$ cat src/rtl/cic_integrator_cascade.sv
// CIC integrator cascade with an integrated output decimator.
// ORDER integrator stages are chained through a valid pipeline, so each stage
// updates only when the sample from the stage before it is valid. A ratio-driven
// counter picks every R-th result from the last stage as the decimated output.
module cic_integrator_cascade #(
    parameter int WIDTH_IN  = 9,
    parameter int WIDTH_OUT = 18,
    parameter int ORDER     = 3,
    parameter int SIGNED_IN = 0,
    parameter int RATIO_W   = 8
) (
    input  logic                 clk,
    input  logic                 rst_n,
    input  logic                 clr,
    input  logic                 in_valid,
    input  logic [WIDTH_IN-1:0]  data_in,
    input  logic [RATIO_W-1:0]   ratio,
    output logic [WIDTH_OUT-1:0] data_out,
    output logic                 out_valid,
    output logic [WIDTH_OUT-1:0] dec_data,
    output logic                 dec_valid
);

    // Stage k (1-based) lives at index k-1.
    logic [WIDTH_OUT-1:0] acc_q [ORDER];
    logic [WIDTH_OUT-1:0] acc_d [ORDER];
    logic [ORDER-1:0]     v_q, v_d;
    logic [RATIO_W-1:0]   cnt_q, cnt_d;
    logic [WIDTH_OUT-1:0] dec_data_q, dec_data_d;
    logic                 dec_valid_q, dec_valid_d;

    logic [WIDTH_OUT-1:0] data_ext;
    logic [RATIO_W-1:0]   ratio_m1;
    logic                 fire;

    // Widen the input sample to the accumulator width.
    always_comb begin
        // NOTE: combinational blocks use blocking '=' and assign every output a
        // default first, so no path leaves a value unassigned and infers a latch.
        data_ext = (SIGNED_IN != 0) ? WIDTH_OUT'($signed(data_in))
                                    : WIDTH_OUT'(data_in);
    end

    // Integrator chain: each stage accumulates the previous stage's stored value.
    // Additions wrap modulo 2^WIDTH_OUT, which the comb section downstream relies on.
    always_comb begin
        acc_d = acc_q;
        v_d   = v_q;
        if (clr) begin
            for (int k = 0; k < ORDER; k++) acc_d[k] = '0;
            v_d = '0;
        end else begin
            v_d[0] = in_valid;
            if (in_valid) acc_d[0] = acc_q[0] + data_ext;
            for (int k = 1; k < ORDER; k++) begin
                v_d[k] = v_q[k-1];
                if (v_q[k-1]) acc_d[k] = acc_q[k] + acc_q[k-1];
            end
        end
    end

    // Ratios 0 and 1 both mean "every sample"; >= makes a shrinking ratio fire at once.
    always_comb begin
        ratio_m1 = (ratio == '0) ? '0 : ratio - RATIO_W'(1);
        fire     = v_q[ORDER-1] && (cnt_q >= ratio_m1);
    end

    // Decimation counter and held decimated sample.
    always_comb begin
        cnt_d       = cnt_q;
        dec_data_d  = dec_data_q;
        dec_valid_d = 1'b0;
        if (clr) begin
            cnt_d      = '0;
            dec_data_d = '0;
        end else if (fire) begin
            cnt_d       = '0;
            dec_data_d  = acc_q[ORDER-1];
            dec_valid_d = 1'b1;
        end else if (v_q[ORDER-1]) begin
            cnt_d = cnt_q + RATIO_W'(1);
        end
    end

    // State registers with synchronous active-low reset taking priority over clr.
    always_ff @(posedge clk) begin
        // NOTE: sequential state uses non-blocking '<=' so every flop samples
        // the pre-edge value of the others regardless of statement order.
        if (!rst_n) begin
            for (int k = 0; k < ORDER; k++) acc_q[k] <= '0;
            v_q         <= '0;
            cnt_q       <= '0;
            dec_data_q  <= '0;
            dec_valid_q <= 1'b0;
        end else begin
            for (int k = 0; k < ORDER; k++) acc_q[k] <= acc_d[k];
            v_q         <= v_d;
            cnt_q       <= cnt_d;
            dec_data_q  <= dec_data_d;
            dec_valid_q <= dec_valid_d;
        end
    end

    assign data_out  = acc_q[ORDER-1];
    assign out_valid = v_q[ORDER-1];
    assign dec_data  = dec_data_q;
    assign dec_valid = dec_valid_q;

endmodule

$ cat config.mk
export PLATFORM = sky130hd
export DESIGN_NAME = cic_integrator_cascade
export DESIGN_NICKNAME = d
export VERILOG_FILES = /design/src/rtl/cic_integrator_cascade.sv
export SDC_FILE = /design/constraint.sdc
export NUM_CORES = 1
export LEC_CHECK = 0
export CORE_ASPECT_RATIO = 0.8
export CORE_MARGIN = 3
export CORE_UTILIZATION = 60
export DETAILED_ROUTE_END_ITERATION = 16
export MAX_ROUTING_LAYER = met4
export PLACE_DENSITY = 0.83
export SLEW_MARGIN = 25
export SYNTH_ARGS = -nofsm -noshare
export SYNTH_HDL_FRONTEND = slang
export SYNTH_SLANG_ARGS = --single-unit
$ cat constraint.sdc
create_clock -name clk -period 7.3 [get_ports clk]
set_input_delay 1.095 -clock clk [delete_from_list [all_inputs] [get_ports clk]]
set_output_delay 1.095 -clock clk [all_outputs]
set_load 0.01 [all_outputs]
==> run metrics <==
pins over their slew limit=0; Peak Freq=225.4 MHz; DRC errors left=0; H-tree levels=3; worst path cell trace=clkdlybuf4s50_1 > nor4_1 > nand2_1 > or3_1 > and2_1 > ha_1 > nand2b_1 > a21o_1 > a21o_1 > a21oi_1 > o21a_1 > nor2_1 > nor3_1; Die X-Extent=roughly 110 um; Longest Clk Path Bufs=2; LEAKAGE=roughly 2.5 nW; total wire length=12880 um; Startpoint Class=input pin; CP Data Required Time=around 7.6 ns; initial antenna violation count=0; Initial Util=63.72%; Setup Crit Path Kind=input pin to flop; CTS resizes=0; # hold bufs at CTS=0; 1st-iter DRT viols=about 340; placed insts=803; Hold Slack=roughly 0.48 ns; pin count of the biggest net entering global routing=between 70 and 80; min-delay worst type=flop to flop; worst endpoint data arrival time=4.70 ns; area delta synth->final=14.28%; CP Max Fanout=20; root buf cell=clkbuf_16; Pre-Repair DR Iteration Count=5; asr flop ratio synth=0%; CP Capture Type=flop; register area share after synthesis=30.18%; antenna diode count=0; synthesized area=roughly 5600 um^2; first-pass GRT wire length=~21000 um; final hold vios=0; Sink Count=84; yosys warns=0; GRT Total Usage=25.37%; Final Setup Violations=0; Rel. slew slack=46.18%; slowest CP cell=o21a_1; Post-synth top cells=dfxtp_1 (84), a21oi_1 (64), ha_1 (53), nor2_1 (53), nand2_1 (48); DRT antenna net count=0; Setup TNS=0 ns; fin worst setup slack=2.864 ns; status=finished clean; Area contributors post-synth=dfxtp_1 (30%), ha_1 (12%), a21oi_1 (5.7%), mux2i_1 (4.3%), nor2_1 (3.6%); drt wl/cell=roughly 16 um; Max Cap Viol=0; Final Cell Area=~6400 um^2; GPL Wtd Cong=between 0.8 and 0.9; Tcrit/Tclk final=around three fifths; top cell type by total area after synthesis=dfxtp_1; most numerous cell in the Yosys netlist=dfxtp_1; RSZ-0062 raised after global routing=no; Yosys top cell area share=30.18%; Post-synth EDFFs=0; via count=just under 5000; Inserted Clock Buffers=9; TritonCTS clock tree=yes; Nets=779; worst slew pin tran=around 0.8 ns; Worst-Skew Late Latency=about 0.34 ns; Gate Count Post-Synth=a little under 700; vias in the first global route=roughly 4500; mean area per synthesized cell=8.281 um^2; post-synth net total=750; Worst Skew=~0.0074 ns; row cnt=30; synth unique cells=64; min cycle time layout=around 4.4 ns; DP Area=approximately 6000 um^2; Layout Cells excl Fill=819; Synth Flop Type=dfxtp_1; crit-path max cell delay=around 0.53 ns; core region area=8746 um^2; I/O Buffers=between 50 and 60; Max IR drop VDD=approximately 0.15 mV; Via density=roughly 6.1; final global-route overflow total=0; Pwr Density=~150 nW/um^2; full die area=between 10000 and 15000 um^2; CTS clk-pin slew, worst paths=about 0.06 ns; Post-CTS Setup Inserts=0; HPWL Detailed=between 9000 and 10000 um; I/O pin cnt=59; Place WS=approximately 2.6 ns; DIE HEIGHT=92.20 um; CP dominant cell by count=a21o_1; share of cells above drive strength 1=under 10%; FF+latch count, synth=between 80 and 90
==> cell families (layout without fill, tap and decap cells) <==
kind of cell	count (synthesis)	count (layout)	synth area share, %
and+or+nand+nor	225	225	20.25
adders and majority gates	56	56	12.98
muxes	24	24	4.311
AOI/OAI and AO/OA	180	180	20.63
xor gates and xnor gates	38	38	5.972
buffers and inverters	66	100	5.680
DFF	84	84	30.18
==> layout by cell type (no fill, tap or decap), drive strengths merged, types with 4 or more instances in the layout <==
| cell type | Yosys | layout |
|---|---|---|
| dfxtp | 84 | 84 |
| a21oi | 65 | 65 |
| clkdlybuf4s50 | 0 | 58 |
| nor2 | 53 | 53 |
| ha | 53 | 53 |
| nand2 | 48 | 48 |
| o21ai | 48 | 48 |
| nand3 | 35 | 35 |
| nor3 | 25 | 25 |
| inv | 23 | 25 |
| mux2i | 24 | 24 |
| xnor2 | 22 | 22 |
| xor2 | 16 | 16 |
| a21o | 16 | 16 |
| a211oi | 11 | 11 |
| nand2b | 10 | 10 |
| clkbuf | 15 | 9 |
| nor3b | 8 | 8 |
| and2 | 7 | 7 |
| and3 | 7 | 7 |
| o211ai | 7 | 7 |
| o21a | 6 | 6 |
| nor2b | 6 | 6 |
| nand3b | 6 | 6 |
| a31oi | 4 | 4 |
==> worst max-delay path, delay by kind of cell <==
kind                       cells  cell delay (ns)
adders and majority gates      1             0.26
and+or+nand+nor                7             1.80
buffers and inverters          1             0.46
AOI/OAI and AO/OA              4             1.09
==> where the power goes <==
group	internal [mW]	switching (mW)	total (mW)
Clock	0.231	0.186	0.417
Combinational	0.0357	0.0418	0.0775
Sequential	0.462	0.00606	0.468
==> area by class of cell <==
| cell class | count | area (um^2) |
|---|---|---|
| clock buffer | 9 | 225.2 |
| clock inverter | 7 | 50.05 |
| fill | 678 | 2377 |
| inverter | 23 | 86.33 |
| multi-input combinational | 523 | 3581 |
| sequential | 84 | 1683 |
| tap | 112 | 140.1 |
| timing repair buffer | 61 | 603.1 |
==> registers in the layout, summed over array words and instances (netlist names) <==
name and flops:
dec_data 18, acc_q 36, data_out 18, cnt_q 8
dec_valid 1, v_q 3
==> final timing paths <==
path          startpoint          end  slack [ns]  cells after the start
max reg2reg     cnt_q[0]     cnt_q[0]        4.66                      9
max             ratio[3]     cnt_q[0]        2.86                     13
min          dec_data[0]  dec_data[0]        0.48                      2
min reg2reg  dec_data[0]  dec_data[0]        0.48                      2
==> metrics by stage <==
stage                     utilization (%)  power, mW
final                               72.82     0.9621
after global routing                72.82     0.9971
after CTS                           72.80     0.9689
after detailed placement            69.66     0.5542
after global placement              69.61     0.5504
after floorplan                         -     0.5288
==> routing by layer <==
metal	part of all wire, %	vias to the layer above	track usage, %	wire, um
li1	-	2472	-	-
met1	47	2282	33.22	5989
met2	45	182	39.41	5808
met3	6.5	29	5.541	836
met4	1.9	0	7.508	240
met5	0	-	-	0
No activity file was read; power rests on OpenSTA's default activity.
==> RTL edit 1: new RTL, same flow settings <==
`SIGNED_IN`: 0 -> 1.
--- a/src/rtl/cic_integrator_cascade.sv
+++ b/src/rtl/cic_integrator_cascade.sv
@@ -8,3 +8,3 @@
     parameter int ORDER     = 3,
-    parameter int SIGNED_IN = 0,
+    parameter int SIGNED_IN = 1,
     parameter int RATIO_W   = 8
Check against the original RTL: not equivalent (Yosys sat finds a counterexample within 4 cycles, from zero or initial values).
==> RTL edit 1 against the original RTL <==
Setup slack gained 0.12 ns; final area grew 6.6%; wire length grew 4.6%; global-route usage grew 0.69 points; combinational power grew 47%; total power grew 12%; critical path depth grew 3; sequential cell count is the same; worst hold slack gained 0.0060 ns; count of clock-buffer cells in the layout grew 2; area after synthesis grew 6.4%; register-to-register slack gained 0.12 ns; fmax grew 2.7%; critical path type unchanged; critical endpoint is now cnt_q[4]$_SDFFE_PP0P_; highest routed layer unchanged.
==> RTL edit 1: results (changes against the original RTL) <==
| Metric | Value |
|---|---|
| Final HPWL DP | 10.1 mm (+4.6%) |
| First-pass GRT wire length | 22.9 mm (+8.0%) |
| Setup WS pre-CTS | 2.65 ns (+0.0904 ns) |
| Routed WL | 13.5 mm (+4.6%) |
| Sequential-to-total area share from yosys stat | 28.4% (-1.8 points) |
| Cell Area, Placed | 6460 µm² (+6.1%) |
| Hold Path Class | register to register |
| LEAKAGE | 2.73 nW (+9.0%) |
| Final setup TNS | 0 ns (unchanged) |
| Syn Nets | 802 (+6.9%) |
| Storage element area | 1680 µm² (unchanged) |
| Gpl congestion | 0.898 (+0.85%) |
| Slowest-stage cell, CP | or3_1 |
| Largest stage delay, worst path | 0.42 ns (-0.11 ns) |
| Share of layout cells above drive strength 1 | 4.14% (-1.1 points) |
| Largest net degree at the start of global routing | 60 (-22%) |
| Vias in the first global route | 5,093 (+14%) |
| Post-CTS setup buffers | 0 (unchanged) |
| Total track usage | 26.1% (+0.69 points) |
| Fillers | 737 (+8.7%) |
| Reg clk slew, reported paths | 0.06 ns (about the same) |
| Post_cts resized | 0 (unchanged) |
| Worst EP arrival | 4.59 ns (-0.11 ns) |
| Count of nets after finishing | 829 (+6.4%) |
| Worst-Margin Slew | 1.03 ns (+0.220 ns) |
| Outcome | finished, final reports clean |
| Largest cells by area after synthesis | dfxtp_1, ha_1, mux2i_1, nor2_1, o21ai_0 |
| Largest fanout on the critical path | 20 (unchanged) |
| Die area | 11,100 µm² (+6.0%) |
| NetSw | 0.250 mW (+6.8%) |
| Root Driver | clkbuf_16 |
| Vias | 5,220 (+5.1%) |
| Clock insertion delay at the later pin of the skew report | 0.34 ns (about the same) |
| # port buffers | 58 (unchanged) |
| Peak VDD IR | 0.000165 V (+9.6%) |
| Worst Skew | 0.00570 ns (-0.00167 ns) |
| Netlist cell types | 56 (-13%) |
| DR iter-0 viols | 268 (-22%) |
| GRT met1 Usage | 31.5% (-1.7 points) |
| M3 GR Usage | 4.68% (-0.86 points) |
| Met2 Usage GRT | 45.0% (+5.6 points) |
| Synth cell count leaders | dfxtp_1, nor2_1, ha_1 |
==> RTL edit 1: final timing paths <==
kind	from	to	slack, ns	cells after the start
min	data_out[17]$_SDFFE_PP0P_	data_out[17]$_SDFFE_PP0P_	0.49	2
max reg2reg	acc_q[39]$_SDFFE_PP0P_	acc_q[35]$_SDFFE_PP0P_	4.78	8
min reg2reg	data_out[17]$_SDFFE_PP0P_	data_out[17]$_SDFFE_PP0P_	0.49	2
max	ratio[0]	cnt_q[4]$_SDFFE_PP0P_	2.98	16
==> RTL edit 1: metal layers <==
metal / share of wire (%) / wire length, µm
met1: 45 / 6070
met2: 49 / 6650
met3: 3.7 / 500
met4: 1.8 / 244
met5: 0 / 0
==> RTL edit 1: cell type report <==
| class | instances | area share [%] |
|---|---|---|
| clock buffer | 11 | 3.72 |
| clock inverter | 4 | 1.07 |
| inverter | 22 | 1.22 |
| multi-input combinational | 566 | 57.9 |
| sequential | 84 | 24.8 |
| tap | 132 | 2.43 |
| timing repair buffer | 61 | 8.88 |
==> RTL edit 1: worst max-delay path, delay by kind of cell <==
family / cells / cell delay, ns
and+or+nand+nor: 7 / 1.71
AOI/OAI and AO/OA: 4 / 0.61
buffers and inverters: 3 / 0.74
adders and majority gates: 2 / 0.42
==> RTL edit 1: stage by stage <==
step | total power [mW] | util, % | std cells
after floorplan | 0.562 | - | 717
after global placement | 0.590 | 69.1 | 865
after detailed placement | 0.596 | 69.1 | 865
after CTS | 1.09 | 72.6 | 880
after global routing | 1.12 | 72.6 | 880
final | 1.08 | 72.6 | 880
==> RTL edit 1: kinds of logic (layout without fill, tap and decap cells) <==
logic type / after synthesis / after routing / share of synthesized area [%]
adder cells (fa/ha/maj): 64 / 64 / 13.9
buffers and inverters: 67 / 98 / 5.45
multiplexers: 47 / 47 / 7.98
XOR/XNOR: 41 / 41 / 6.06
AND/OR/NAND/NOR: 251 / 251 / 21.0
AO/OA/AOI/OAI: 163 / 163 / 17.2
flip-flops: 84 / 84 / 28.4
==> RTL edit 1: power groups by stage <==
stage          clock, mW  sequential (mW)  combinational [mW]
6_report           0.494            0.473               0.114
3_5_place_dp           0            0.483               0.113
5_1_grt            0.520            0.474               0.127
2_1_floorplan          0            0.478              0.0835
4_1_cts            0.501            0.473               0.114
3_3_place_gp           0            0.483               0.107
==> RTL edit 2: new RTL, same flow settings <==
Without the edit above. `dec_data_q` no longer has a reset.
--- a/src/rtl/cic_integrator_cascade.sv
+++ b/src/rtl/cic_integrator_cascade.sv
@@ -92,3 +92,2 @@
             cnt_q       <= '0;
-            dec_data_q  <= '0;
             dec_valid_q <= 1'b0;
@@ -98,5 +97,8 @@
             cnt_q       <= cnt_d;
-            dec_data_q  <= dec_data_d;
             dec_valid_q <= dec_valid_d;
         end
+    end
+
+    always_ff @(posedge clk) begin
+        dec_data_q <= dec_data_d;
     end
Check against the original RTL: not equivalent (a bounded check fails within 10 cycles, from zero or initial values; the reset may be asserted at any time).
==> RTL edit 2 against the original RTL <==
Core utilization is 0.49 points higher; count of clock-buffer cells in the layout is 3 higher; clock power grew 26%; total power grew 11%; setup slack got worse by 0.0063 ns; sequential cell count is the same; final area rose by 0.67%; area after synthesis is 0.27% lower; clock skew about the same; wire length fell by 8.5%; via count fell by 9.8%; die area fell by 0.25%; combinational power decreased by 2%; fmax fell by 0.14%; critical endpoint is now cnt_q[2]$_SDFFE_PP0P_; largest cell class unchanged.
==> RTL edit 2: results (changes against the original RTL) <==
| Metric | Value |
|---|---|
| Netlist cell types | 56 (-13%) |
| Worst r2r src | data_out[5]$_SDFFE_PP0P_ |
| Sequential-to-total area share from yosys stat | 30.3% (+0.082 points) |
| Synth cell count leaders | dfxtp_1, ha_1, nor2_1 |
| First-pass GRT wire length | 19.6 mm (-7.2%) |
| Cell count after placement | 766 (-4.6%) |
| Cell Area, Placed | 6050 µm² (-0.62%) |
| R2R Setup Slk | 4.74 ns (+0.08 ns) |
| Worst Hold Launch | dec_data[2]$_SDFFE_PP0P_ |
| Largest net degree at the start of global routing | 55 (-29%) |
| Setup WS pre-CTS | 2.54 ns (-0.0128 ns) |
| Count of nets after finishing | 742 (-4.7%) |
| NetSw | 0.219 mW (-6.1%) |
| LEAKAGE | 2.68 nW (+7.2%) |
| Routed wire length per instance | 15.1 µm (-4.2%) |
| Slowest-stage cell, CP | or4_1 |
| Hold_ws | 0.475 ns (-0.00815 ns) |
| Largest fanout on the critical path | 26 (+30%) |
| Antenna fix cells | 0 (unchanged) |
| Post-Syn Instances | 638 (-5.2%) |
| Share of layout cells above drive strength 1 | 4.03% (-1.2 points) |
| Post-Layout Cell Count | 782 (-4.5%) |
| WHS Endpoint | dec_data[2]$_SDFFE_PP0P_ |
| Root Driver | clkbuf_16 |
| Gpl congestion | 0.946 (+6.2%) |
| Worst reg2reg endpoint | data_out[17]$_SDFFE_PP0P_ |
| Largest stage delay, worst path | 0.59 ns (+0.06 ns) |
| Total track usage | 23.4% (-2.0 points) |
| Final HPWL DP | 8.93 mm (-7.5%) |
| First drt pass iteration count | 5 (unchanged) |
| DR iter-0 viols | 188 (-45%) |
| Worst Skew | 0.00751 ns (+0.000149 ns) |
| Synth warn | 0 (unchanged) |
| H-tree level count | 3 (unchanged) |
| Peak VDD IR | 0.000130 V (-14%) |
| Most flop-heavy register | acc_q |
| Worst EP arrival | 4.69 ns (about the same) |
| Slew HR | 36.8% (-9.3 points) |
| Vias in the first global route | 4,267 (-4.2%) |
| Vias/cell | 5.73 (-5.5%) |
| Syn Nets | 715 (-4.7%) |
| Largest cells by area after synthesis | dfxtp_1, ha_1, mux2i_1, nand2b_1, xnor2_1 |
| Outcome | finished, final reports clean |
[RTL edit 2: power by group through the flow]
stage | combinational [mW] | sequential [mW] | clock (mW)
after floorplan | 0.0550 | 0.474 | 0
after global placement | 0.0716 | 0.477 | 0
after detailed placement | 0.0753 | 0.478 | 0
after CTS | 0.0758 | 0.468 | 0.533
after global routing | 0.0850 | 0.468 | 0.553
final | 0.0763 | 0.468 | 0.527
[RTL edit 2: cell type report]
cell class / count / area [µm²]
clock buffer: 12 / 256
sequential: 84 / 1680
fill: 641 / 2330
multi-input combinational: 490 / 3570
tap: 112 / 140
clock inverter: 4 / 95.1
inverter: 21 / 78.8
timing repair buffer: 59 / 588
[RTL edit 2: worst max path at each step]
stage,startpoint,to,slack (ns),cells past startpoint
after floorplan,ratio[5],dec_data[10]$_SDFFE_PP0P_,3.13,14
after global placement,ratio[3],cnt_q[7]$_SDFFE_PP0P_,2.69,14
after detailed placement,ratio[5],cnt_q[2]$_SDFFE_PP0P_,2.54,14
after CTS,ratio[5],cnt_q[4]$_SDFFE_PP0P_,2.88,14
after global routing,ratio[3],cnt_q[5]$_SDFFE_PP0P_,2.74,14
final,ratio[5],cnt_q[2]$_SDFFE_PP0P_,2.86,14
[RTL edit 2: cell families after synthesis]
| family | synth area share, % |
|---|---|
| multiplexers | 8.67 |
| adder cells (fa/ha/maj) | 13.0 |
| flip-flops | 30.3 |
| AND/OR/NAND/NOR | 19.2 |
| XOR/XNOR | 7.56 |
| buffers and inverters | 5.63 |
| AO/OA/AOI/OAI | 15.7 |
[RTL edit 2: routing by layer]
metal / GRT usage (%) / vias up / part of all wire, %
met2: 38.0 / 98 / 45
met3: 5.54 / 19 / 4.7
met4: 6.81 / 0 / 1.5
met1: 28.9 / 2073 / 49
met5: - / - / 0
li1: - / 2289 / -
